`src/rtl/arc4_pkg.sv`:
```
// Shared ARC4 encrypt definitions: key/memory geometry, FSM state codes, key byte selection.
package arc4_pkg;

  localparam int KEY_W     = 24;
  localparam int MEM_DEPTH = 256;

  typedef logic [4:0] state_t;

  localparam state_t IDLE    = 5'd0;
  localparam state_t INIT    = 5'd1;
  localparam state_t KSA_RDI = 5'd2;
  localparam state_t KSA_WTI = 5'd3;
  localparam state_t KSA_RDJ = 5'd4;
  localparam state_t KSA_WTJ = 5'd5;
  localparam state_t KSA_WRI = 5'd6;
  localparam state_t KSA_WRJ = 5'd7;
  localparam state_t W_SCHED = 5'd8;
  localparam state_t P_LEN   = 5'd9;
  localparam state_t P_RDI   = 5'd10;
  localparam state_t P_WTI   = 5'd11;
  localparam state_t P_RDJ   = 5'd12;
  localparam state_t P_WTJ   = 5'd13;
  localparam state_t P_WRI   = 5'd14;
  localparam state_t P_WRJ   = 5'd15;
  localparam state_t P_RDP   = 5'd16;
  localparam state_t P_WTP   = 5'd17;
  localparam state_t P_WRC   = 5'd18;
  localparam state_t DONE    = 5'd19;

  // Key bytes are big-endian: byte 0 is the most significant.
  function automatic logic [7:0] key_byte(input logic [KEY_W-1:0] key, input logic [7:0] idx);
    logic [1:0] n;
    n = 2'(idx % 8'd3);
    case (n)
      2'd0:    key_byte = key[KEY_W-1 -: 8];
      2'd1:    key_byte = key[KEY_W-9 -: 8];
      default: key_byte = key[KEY_W-17 -: 8];
    endcase
  endfunction

endpackage

```
`src/rtl/arc4_encrypt_if.sv`:
```
// Host handshake plus S/pt/ct RAM ports of arc4_encrypt.
// cycles only exists when ARC4_ENC_CYCLE_CNT_EN is defined.
interface arc4_encrypt_if;
  import arc4_pkg::*;

  logic             en;
  logic             rdy;
  logic [KEY_W-1:0] key;
  logic [7:0]       s_addr;
  logic [7:0]       s_rddata;
  logic [7:0]       s_wrdata;
  logic             s_wren;
  logic [7:0]       pt_addr;
  logic [7:0]       pt_rddata;
  logic [7:0]       ct_addr;
  logic [7:0]       ct_wrdata;
  logic             ct_wren;
`ifdef ARC4_ENC_CYCLE_CNT_EN
  logic [31:0]      cycles;

  modport master (input en, key, s_rddata, pt_rddata,
                  output rdy, s_addr, s_wrdata, s_wren, pt_addr, ct_addr, ct_wrdata, ct_wren, cycles);
  modport slave  (output en, key, s_rddata, pt_rddata,
                  input rdy, s_addr, s_wrdata, s_wren, pt_addr, ct_addr, ct_wrdata, ct_wren, cycles);
`else
  modport master (input en, key, s_rddata, pt_rddata,
                  output rdy, s_addr, s_wrdata, s_wren, pt_addr, ct_addr, ct_wrdata, ct_wren);
  modport slave  (output en, key, s_rddata, pt_rddata,
                  input rdy, s_addr, s_wrdata, s_wren, pt_addr, ct_addr, ct_wrdata, ct_wren);
`endif

endinterface

```
`src/rtl/arc4_sbox_sched.sv`:
```
// S-box init (S[i]=i) followed by the key-scheduling swaps, with its own en/rdy handshake.
module arc4_sbox_sched
  import arc4_pkg::*;
(
  input  logic             clk,
  input  logic             rst_n,
  input  logic             en,
  input  logic [KEY_W-1:0] key,
  input  logic [7:0]       s_rddata,
  output logic             rdy,
  output logic [7:0]       s_addr,
  output logic [7:0]       s_wrdata,
  output logic             s_wren
);

  localparam logic [7:0] LAST = 8'(MEM_DEPTH - 1);

  state_t           state_q, state_d;
  logic [7:0]       i_q, i_d, j_q, j_d, si_q, si_d, sj_q, sj_d;
  logic [KEY_W-1:0] key_q, key_d;

  always_comb begin
    state_d  = state_q;
    i_d      = i_q;
    j_d      = j_q;
    si_d     = si_q;
    sj_d     = sj_q;
    key_d    = key_q;
    rdy      = (state_q == IDLE);
    s_addr   = i_q;
    s_wrdata = 8'd0;
    s_wren   = 1'b0;
    case (state_q)
      IDLE: if (en) begin
        key_d   = key;
        i_d     = 8'd0;
        j_d     = 8'd0;
        state_d = INIT;
      end
      INIT: begin
        s_wrdata = i_q;
        s_wren   = 1'b1;
        i_d      = i_q + 8'd1;
        if (i_q == LAST) state_d = KSA_RDI;
      end
      KSA_RDI: state_d = KSA_WTI;
      KSA_WTI: begin
        si_d    = s_rddata;
        j_d     = j_q + s_rddata + key_byte(key_q, i_q);
        state_d = KSA_RDJ;
      end
      KSA_RDJ: begin
        s_addr  = j_q;
        state_d = KSA_WTJ;
      end
      KSA_WTJ: begin
        s_addr  = j_q;
        sj_d    = s_rddata;
        state_d = KSA_WRI;
      end
      KSA_WRI: begin
        s_wrdata = sj_q;
        s_wren   = 1'b1;
        state_d  = KSA_WRJ;
      end
      // When i==j both writes carry the same value, so the swap is still correct.
      KSA_WRJ: begin
        s_addr   = j_q;
        s_wrdata = si_q;
        s_wren   = 1'b1;
        i_d      = i_q + 8'd1;
        state_d  = (i_q == LAST) ? IDLE : KSA_RDI;
      end
      default: state_d = IDLE;
    endcase
  end

  always_ff @(posedge clk or negedge rst_n) begin
    if (!rst_n) begin
      state_q <= IDLE;
      i_q     <= 8'd0;
      j_q     <= 8'd0;
      si_q    <= 8'd0;
      sj_q    <= 8'd0;
      key_q   <= '0;
    end else begin
      state_q <= state_d;
      i_q     <= i_d;
      j_q     <= j_d;
      si_q    <= si_d;
      sj_q    <= sj_d;
      key_q   <= key_d;
    end
  end

endmodule

```
`src/rtl/arc4_encrypt.sv`:
```
// ARC4 encryptor: runs arc4_sbox_sched, then PRGA writing length-prefixed ciphertext.
// Optional ARC4_ENC_CYCLE_CNT_EN adds a saturating busy-cycle counter on bus.cycles.
module arc4_encrypt
  import arc4_pkg::*;
(
  input  logic           clk,
  input  logic           rst_n,
  arc4_encrypt_if.master bus
);

  state_t     state_q, state_d;
  logic [7:0] i_q, i_d, j_q, j_d, k_q, k_d, len_q, len_d;
  logic [7:0] si_q, si_d, sj_q, sj_d, pad_q, pad_d, ptb_q, ptb_d;

  logic       sched_en, sched_rdy, sched_s_wren;
  logic [7:0] sched_s_addr, sched_s_wrdata;
  logic [7:0] s_addr, s_wrdata, ct_wrdata;
  logic       s_wren, ct_wren;

  arc4_sbox_sched u_sched (
    .clk      (clk),
    .rst_n    (rst_n),
    .en       (sched_en),
    .key      (bus.key),
    .s_rddata (bus.s_rddata),
    .rdy      (sched_rdy),
    .s_addr   (sched_s_addr),
    .s_wrdata (sched_s_wrdata),
    .s_wren   (sched_s_wren)
  );

  // pt_addr sits at k=0 while the scheduler runs, so pt[0] is ready the moment it finishes.
  always_comb begin
    state_d   = state_q;
    i_d       = i_q;
    j_d       = j_q;
    k_d       = k_q;
    len_d     = len_q;
    si_d      = si_q;
    sj_d      = sj_q;
    pad_d     = pad_q;
    ptb_d     = ptb_q;
    sched_en  = 1'b0;
    s_addr    = sched_s_addr;
    s_wrdata  = sched_s_wrdata;
    s_wren    = sched_s_wren;
    ct_wrdata = pad_q ^ ptb_q;
    ct_wren   = 1'b0;
    case (state_q)
      IDLE: if (bus.en) begin
        sched_en = 1'b1;
        i_d      = 8'd0;
        j_d      = 8'd0;
        k_d      = 8'd0;
        len_d    = 8'd0;
        state_d  = W_SCHED;
      end
      W_SCHED: if (sched_rdy) begin
        len_d   = bus.pt_rddata;
        state_d = P_LEN;
      end
      P_LEN: begin
        ct_wrdata = len_q;
        ct_wren   = 1'b1;
        if (len_q == 8'd0) begin
          state_d = DONE;
        end else begin
          i_d     = 8'd1;
          k_d     = 8'd1;
          state_d = P_RDI;
        end
      end
      P_RDI: begin
        s_addr  = i_q;
        state_d = P_WTI;
      end
      P_WTI: begin
        si_d    = bus.s_rddata;
        j_d     = j_q + bus.s_rddata;
        state_d = P_RDJ;
      end
      P_RDJ: begin
        s_addr  = j_q;
        state_d = P_WTJ;
      end
      P_WTJ: begin
        sj_d    = bus.s_rddata;
        state_d = P_WRI;
      end
      P_WRI: begin
        s_addr   = i_q;
        s_wrdata = sj_q;
        s_wren   = 1'b1;
        state_d  = P_WRJ;
      end
      P_WRJ: begin
        s_addr   = j_q;
        s_wrdata = si_q;
        s_wren   = 1'b1;
        state_d  = P_RDP;
      end
      P_RDP: begin
        s_addr  = si_q + sj_q;
        state_d = P_WTP;
      end
      P_WTP: begin
        pad_d   = bus.s_rddata;
        ptb_d   = bus.pt_rddata;
        state_d = P_WRC;
      end
      P_WRC: begin
        ct_wren = 1'b1;
        if (k_q == len_q) begin
          state_d = DONE;
        end else begin
          k_d     = k_q + 8'd1;
          i_d     = i_q + 8'd1;
          state_d = P_RDI;
        end
      end
      DONE:    state_d = IDLE;
      default: state_d = IDLE;
    endcase
  end

  always_ff @(posedge clk or negedge rst_n) begin
    if (!rst_n) begin
      state_q <= IDLE;
      i_q     <= 8'd0;
      j_q     <= 8'd0;
      k_q     <= 8'd0;
      len_q   <= 8'd0;
      si_q    <= 8'd0;
      sj_q    <= 8'd0;
      pad_q   <= 8'd0;
      ptb_q   <= 8'd0;
    end else begin
      state_q <= state_d;
      i_q     <= i_d;
      j_q     <= j_d;
      k_q     <= k_d;
      len_q   <= len_d;
      si_q    <= si_d;
      sj_q    <= sj_d;
      pad_q   <= pad_d;
      ptb_q   <= ptb_d;
    end
  end

  assign bus.rdy       = (state_q == IDLE);
  assign bus.s_addr    = s_addr;
  assign bus.s_wrdata  = s_wrdata;
  assign bus.s_wren    = s_wren;
  assign bus.pt_addr   = k_q;
  assign bus.ct_addr   = k_q;
  assign bus.ct_wrdata = ct_wrdata;
  assign bus.ct_wren   = ct_wren;

`ifdef ARC4_ENC_CYCLE_CNT_EN
  logic [31:0] cycles_q, cycles_d;

  always_comb begin
    cycles_d = cycles_q;
    if (state_q == IDLE) begin
      if (bus.en) cycles_d = 32'd0;
    end else if (cycles_q != 32'hFFFF_FFFF) begin
      cycles_d = cycles_q + 32'd1;
    end
  end

  always_ff @(posedge clk or negedge rst_n) begin
    if (!rst_n) cycles_q <= 32'd0;
    else        cycles_q <= cycles_d;
  end

  assign bus.cycles = cycles_q;
`endif

endmodule

```
`src/flat_wrapper.sv`:
```
// flat-port wrapper written by rule: the top's interface ports become plain ports
module arc4_encrypt_flat import arc4_pkg::*;
  (clk, rst_n, bus_en, bus_key, bus_s_rddata, bus_pt_rddata, bus_rdy, bus_s_addr, bus_s_wrdata, bus_s_wren, bus_pt_addr, bus_ct_addr, bus_ct_wrdata, bus_ct_wren);
  arc4_encrypt_if bus_i ();
  input  logic clk;
  input  logic rst_n;
  input wire logic [$bits(bus_i.en)-1:0] bus_en;
  input wire logic [$bits(bus_i.key)-1:0] bus_key;
  input wire logic [$bits(bus_i.s_rddata)-1:0] bus_s_rddata;
  input wire logic [$bits(bus_i.pt_rddata)-1:0] bus_pt_rddata;
  output wire logic [$bits(bus_i.rdy)-1:0] bus_rdy;
  output wire logic [$bits(bus_i.s_addr)-1:0] bus_s_addr;
  output wire logic [$bits(bus_i.s_wrdata)-1:0] bus_s_wrdata;
  output wire logic [$bits(bus_i.s_wren)-1:0] bus_s_wren;
  output wire logic [$bits(bus_i.pt_addr)-1:0] bus_pt_addr;
  output wire logic [$bits(bus_i.ct_addr)-1:0] bus_ct_addr;
  output wire logic [$bits(bus_i.ct_wrdata)-1:0] bus_ct_wrdata;
  output wire logic [$bits(bus_i.ct_wren)-1:0] bus_ct_wren;
  assign bus_i.en = bus_en;
  assign bus_i.key = bus_key;
  assign bus_i.s_rddata = bus_s_rddata;
  assign bus_i.pt_rddata = bus_pt_rddata;
  assign bus_rdy = bus_i.rdy;
  assign bus_s_addr = bus_i.s_addr;
  assign bus_s_wrdata = bus_i.s_wrdata;
  assign bus_s_wren = bus_i.s_wren;
  assign bus_pt_addr = bus_i.pt_addr;
  assign bus_ct_addr = bus_i.ct_addr;
  assign bus_ct_wrdata = bus_i.ct_wrdata;
  assign bus_ct_wren = bus_i.ct_wren;
  arc4_encrypt u_core (.clk(clk), .rst_n(rst_n), .bus(bus_i));
endmodule
```
`config.mk`:
```
export PLATFORM = sky130hd
export DESIGN_NAME = arc4_encrypt_flat
export DESIGN_NICKNAME = d
export VERILOG_FILES = /design/src/rtl/arc4_pkg.sv /design/src/rtl/arc4_encrypt_if.sv /design/src/rtl/arc4_sbox_sched.sv /design/src/rtl/arc4_encrypt.sv /design/src/flat_wrapper.sv
export SDC_FILE = /design/constraint.sdc
export NUM_CORES = 1
export LEC_CHECK = 0
export BUFFER_PORTS_ARGS = -buffer_cell sky130_fd_sc_hd__buf_2
export CAP_MARGIN = 5
export CORE_MARGIN = 4
export CORE_UTILIZATION = 51
export DETAILED_ROUTE_END_ITERATION = 7
export PLACE_DENSITY = 0.73
export SLEW_MARGIN = 25
export SYNTH_ARGS = -nofsm -noshare
export SYNTH_HDL_FRONTEND = slang
export SYNTH_SLANG_ARGS = --single-unit
```
`constraint.sdc`:
```
create_clock -name clk -period 18.15 [get_ports clk]
set_clock_uncertainty 0.1 [all_clocks]
set_input_delay 1.815 -clock clk [delete_from_list [all_inputs] [get_ports clk]]
set_output_delay 1.815 -clock clk [all_outputs]
set_load 0.01 [all_outputs]
```
==> results by group <==
Global routing
  • Grt met2 use: 34.0%
  • Antenna violations before repair: 0
  • Pin count of the biggest net entering global routing: 73
  • Routing usage on met3: 5.77%
  • Global route total overflow: 0
  • Number of global-route vias before repair: 5,689
  • GR Util met1: 34.1%
  • Most used routing layer: met1
  • GRT Total Usage: 22.9%
  • First-pass GRT wire length: 30.0 mm

STA
  • Setup TNS: 0 ps
  • Final worst slack: 11,850 ps
  • RSZ-0062 raised after global routing: no
  • # setup viols final: 0
  • Slew Viols, Final: 0
  • Max_slew headroom: 38.8%
  • Fin. Hold Viols: 0
  • Fmax: 159 MHz
  • Hold slack: 376 ps
  • Crit path time final: 6300 ps
  • Worst-Margin Slew: 911 ps
  • Fin crit share: 34.7%

Min path
  • WHS Endpoint: u_core.u_sched.si_q[3]$_DFFE_PN0P_
  • HP Start: u_core.u_sched.si_q[3]$_DFFE_PN0P_
  • Min-Delay Path Class: reg2reg
  • Hold-critical path depth: 2

Setup path
  • CP endpoint kind: flip-flop
  • R2R cell count: 26
  • R2r startpoint: u_core.u_sched.i_q[4]$_DFFE_PN0P_
  • Crit path kind: reg2reg
  • CP Data Arrival Time: 6450 ps
  • CP max stage delay: 560 ps
  • Delay-heaviest family, CP: simple AND/OR/NAND/NOR gates
  • CP dominant cell by count: ha_1
  • Worst Setup Start Kind: flip-flop
  • Slowest cell on crit path: dfrtp_1
  • Reg2Reg Setup Slack: 11,850 ps
  • FF-to-FF End: u_core.u_sched.j_q[7]$_DFFE_PN0P_
  • Crit Path Max Fanout: 16
  • WP data required: 18,300 ps
  • Critical path buffers and inverters: 1

Cells and area
  • Fin area: 8650 um^2
  • Fillers: 1,275
  • Largest Register: u_core.u_sched.key_q
  • Final antenna diode count: 0
  • Area overhead of the layout relative to synthesis: 14.1%
  • Fin cells: 1,087
  • NumNets Final: 972
  • Flip-flop count of the largest register after layout: 24
  • Layout cells sized above 1: 17.9%

Route
  • Routed vias/inst: 5.71
  • WL/cell: 17.2 um
  • Via Count: 6,204
  • Initial DRC Count: 506
  • DRC: 0
  • Drt pass-1 iters: 7
  • ANT nets after route: 0
  • WL final: 18.7 mm

Die
  • Die H: 130 um
  • Die width: 130 um
  • Initial core utilization: 52.2%
  • DIE AREA: 16,900 um^2
  • I/O pin total: 86
  • Rows: 44
  • Core area: 14,500 um^2

Synth
  • Post-synthesis sequential area ratio: 42.3%
  • Avg Inst Size Synth: 9.17 um^2
  • FFs w/ async S/R, synth: 100%
  • Top cells by area, synth: dfrtp_1, nand2_1, mux2_2
  • Ys flop type: dfrtp_1
  • Synth top area share: 42.3%
  • Mapped Area: 7580 um^2
  • Synthesized net count: 907
  • Post-synthesis cell count: 827
  • Number of enable flip-flop cells after synthesis: 0
  • Most frequent cell after synthesis: nand2_1
  • Post-synth top area cell: dfrtp_1
  • Ys Warns: 0
  • Synth cell types: 59
  • Synth cell count leaders: nand2_1, dfrtp_1, nor2_1
  • #FFs+latches synth: 128

Place
  • Port buffer count: 85
  • Setup WS pre-CTS: 11,910 ps
  • Gpl congestion: 0.861
  • Area after DPL: 8080 um^2
  • Placed cells: 1,057
  • DP Wirelength: 13.6 mm

Power and ir drop
  • PD cells: 76.0 nW/um^2
  • Leak: 4.41 nW
  • Peak VDD IR: 0.0000705 V

Clocking
  • Sink Count: 128
  • PostCTS Resize Cnt: 0
  • Clk_lat worst skew: 420 ps
  • Cts hold-fix bufs: 0
  • Clock root cell: clkbuf_16
  • CTS Buf Count: 17
  • CTS tree: done
  • CTS clk-pin slew, worst paths: 60 ps
  • Post-CTS setup buffers: 0
  • Clock Tree Buf Depth: 2
  • H-tree depth: 4

Outcome
  • Status: finished clean

Flow run
  • Total of max-cap violations: 0
## worst max-delay path by stage
stage	from	endpoint	cells after the start
after global routing	u_core.u_sched.i_q[4]$_DFFE_PN0P_	u_core.u_sched.j_q[7]$_DFFE_PN0P_	26
after detailed placement	u_core.u_sched.i_q[4]$_DFFE_PN0P_	u_core.u_sched.j_q[7]$_DFFE_PN0P_	26
final	u_core.u_sched.i_q[4]$_DFFE_PN0P_	u_core.u_sched.j_q[7]$_DFFE_PN0P_	26
after floorplan	u_core.u_sched.i_q[3]$_DFFE_PN0P_	u_core.u_sched.j_q[7]$_DFFE_PN0P_	28
after CTS	u_core.u_sched.i_q[4]$_DFFE_PN0P_	u_core.u_sched.j_q[7]$_DFFE_PN0P_	26
after global placement	u_core.u_sched.i_q[4]$_DFFE_PN0P_	u_core.u_sched.j_q[7]$_DFFE_PN0P_	26
## cells by family (layout without fill, tap and decap cells)
family / after synthesis / in the layout / synth area share, %
flops: 128 / 128 / 42.3
mux: 54 / 54 / 7.72
simple gates: 324 / 324 / 18.9
buf+inv: 68 / 144 / 3.86
fa+ha+maj: 37 / 37 / 7.10
compound gates: 165 / 165 / 14.2
xor+xnor: 51 / 51 / 5.89
## placed cells by master, fill, tap and decap left out, types with 8 or more instances in the layout
master     count
mux2_2        32
mux2i_1       21
fa_1          10
o21ai_0       41
ha_1          27
a222oi_1       8
xor2_1        26
buf_2         84
nand3_1       31
clkbuf_16     17
a22o_1        12
inv_1         25
xnor2_1       25
a21oi_1       38
a22oi_1       17
nand2_1      174
nor2_1        59
a21o_1        10
dfrtp_1      128
## layer usage
metal	vias to the layer above	wire length [um]
met2	186	8510
met3	16	1150
met5	-	0
met1	2998	8880
li1	3004	-
met4	0	203
## area by class of cell
| cell class | instances | area [um^2] | share of cell area (%) |
|---|---|---|---|
| sequential | 128 | 3200 | 37.0 |
| inverter | 26 | 97.6 | 1.13 |
| clock inverter | 10 | 114 | 1.32 |
| timing repair buffer | 88 | 450 | 5.21 |
| multi-input combinational | 631 | 4110 | 47.5 |
| clock buffer | 20 | 447 | 5.16 |
| tap | 184 | 230 | 2.66 |
## worst min-delay path, stage by stage (launching register included)
cell     delay (ps)
dfrtp_1         340
nand2_1          50
nand2_1          60
## through the flow
stage	utilization, %	power, mW
floorplan	-	0.315
global placement	55.5	0.333
detailed placement	55.6	0.334
CTS	59.5	0.661
global route	59.5	0.679
finish	59.5	0.657
## where the power goes
| group | leakage (nW) | total, mW | internal (mW) | switching (mW) |
|---|---|---|---|---|
| Combinational | 2.56 | 0.0367 | 0.0158 | 0.0209 |
| Sequential | 1.57 | 0.292 | 0.289 | 0.00279 |
| Clock | 0.276 | 0.329 | 0.204 | 0.125 |
Power figures use the tool's default switching activity.
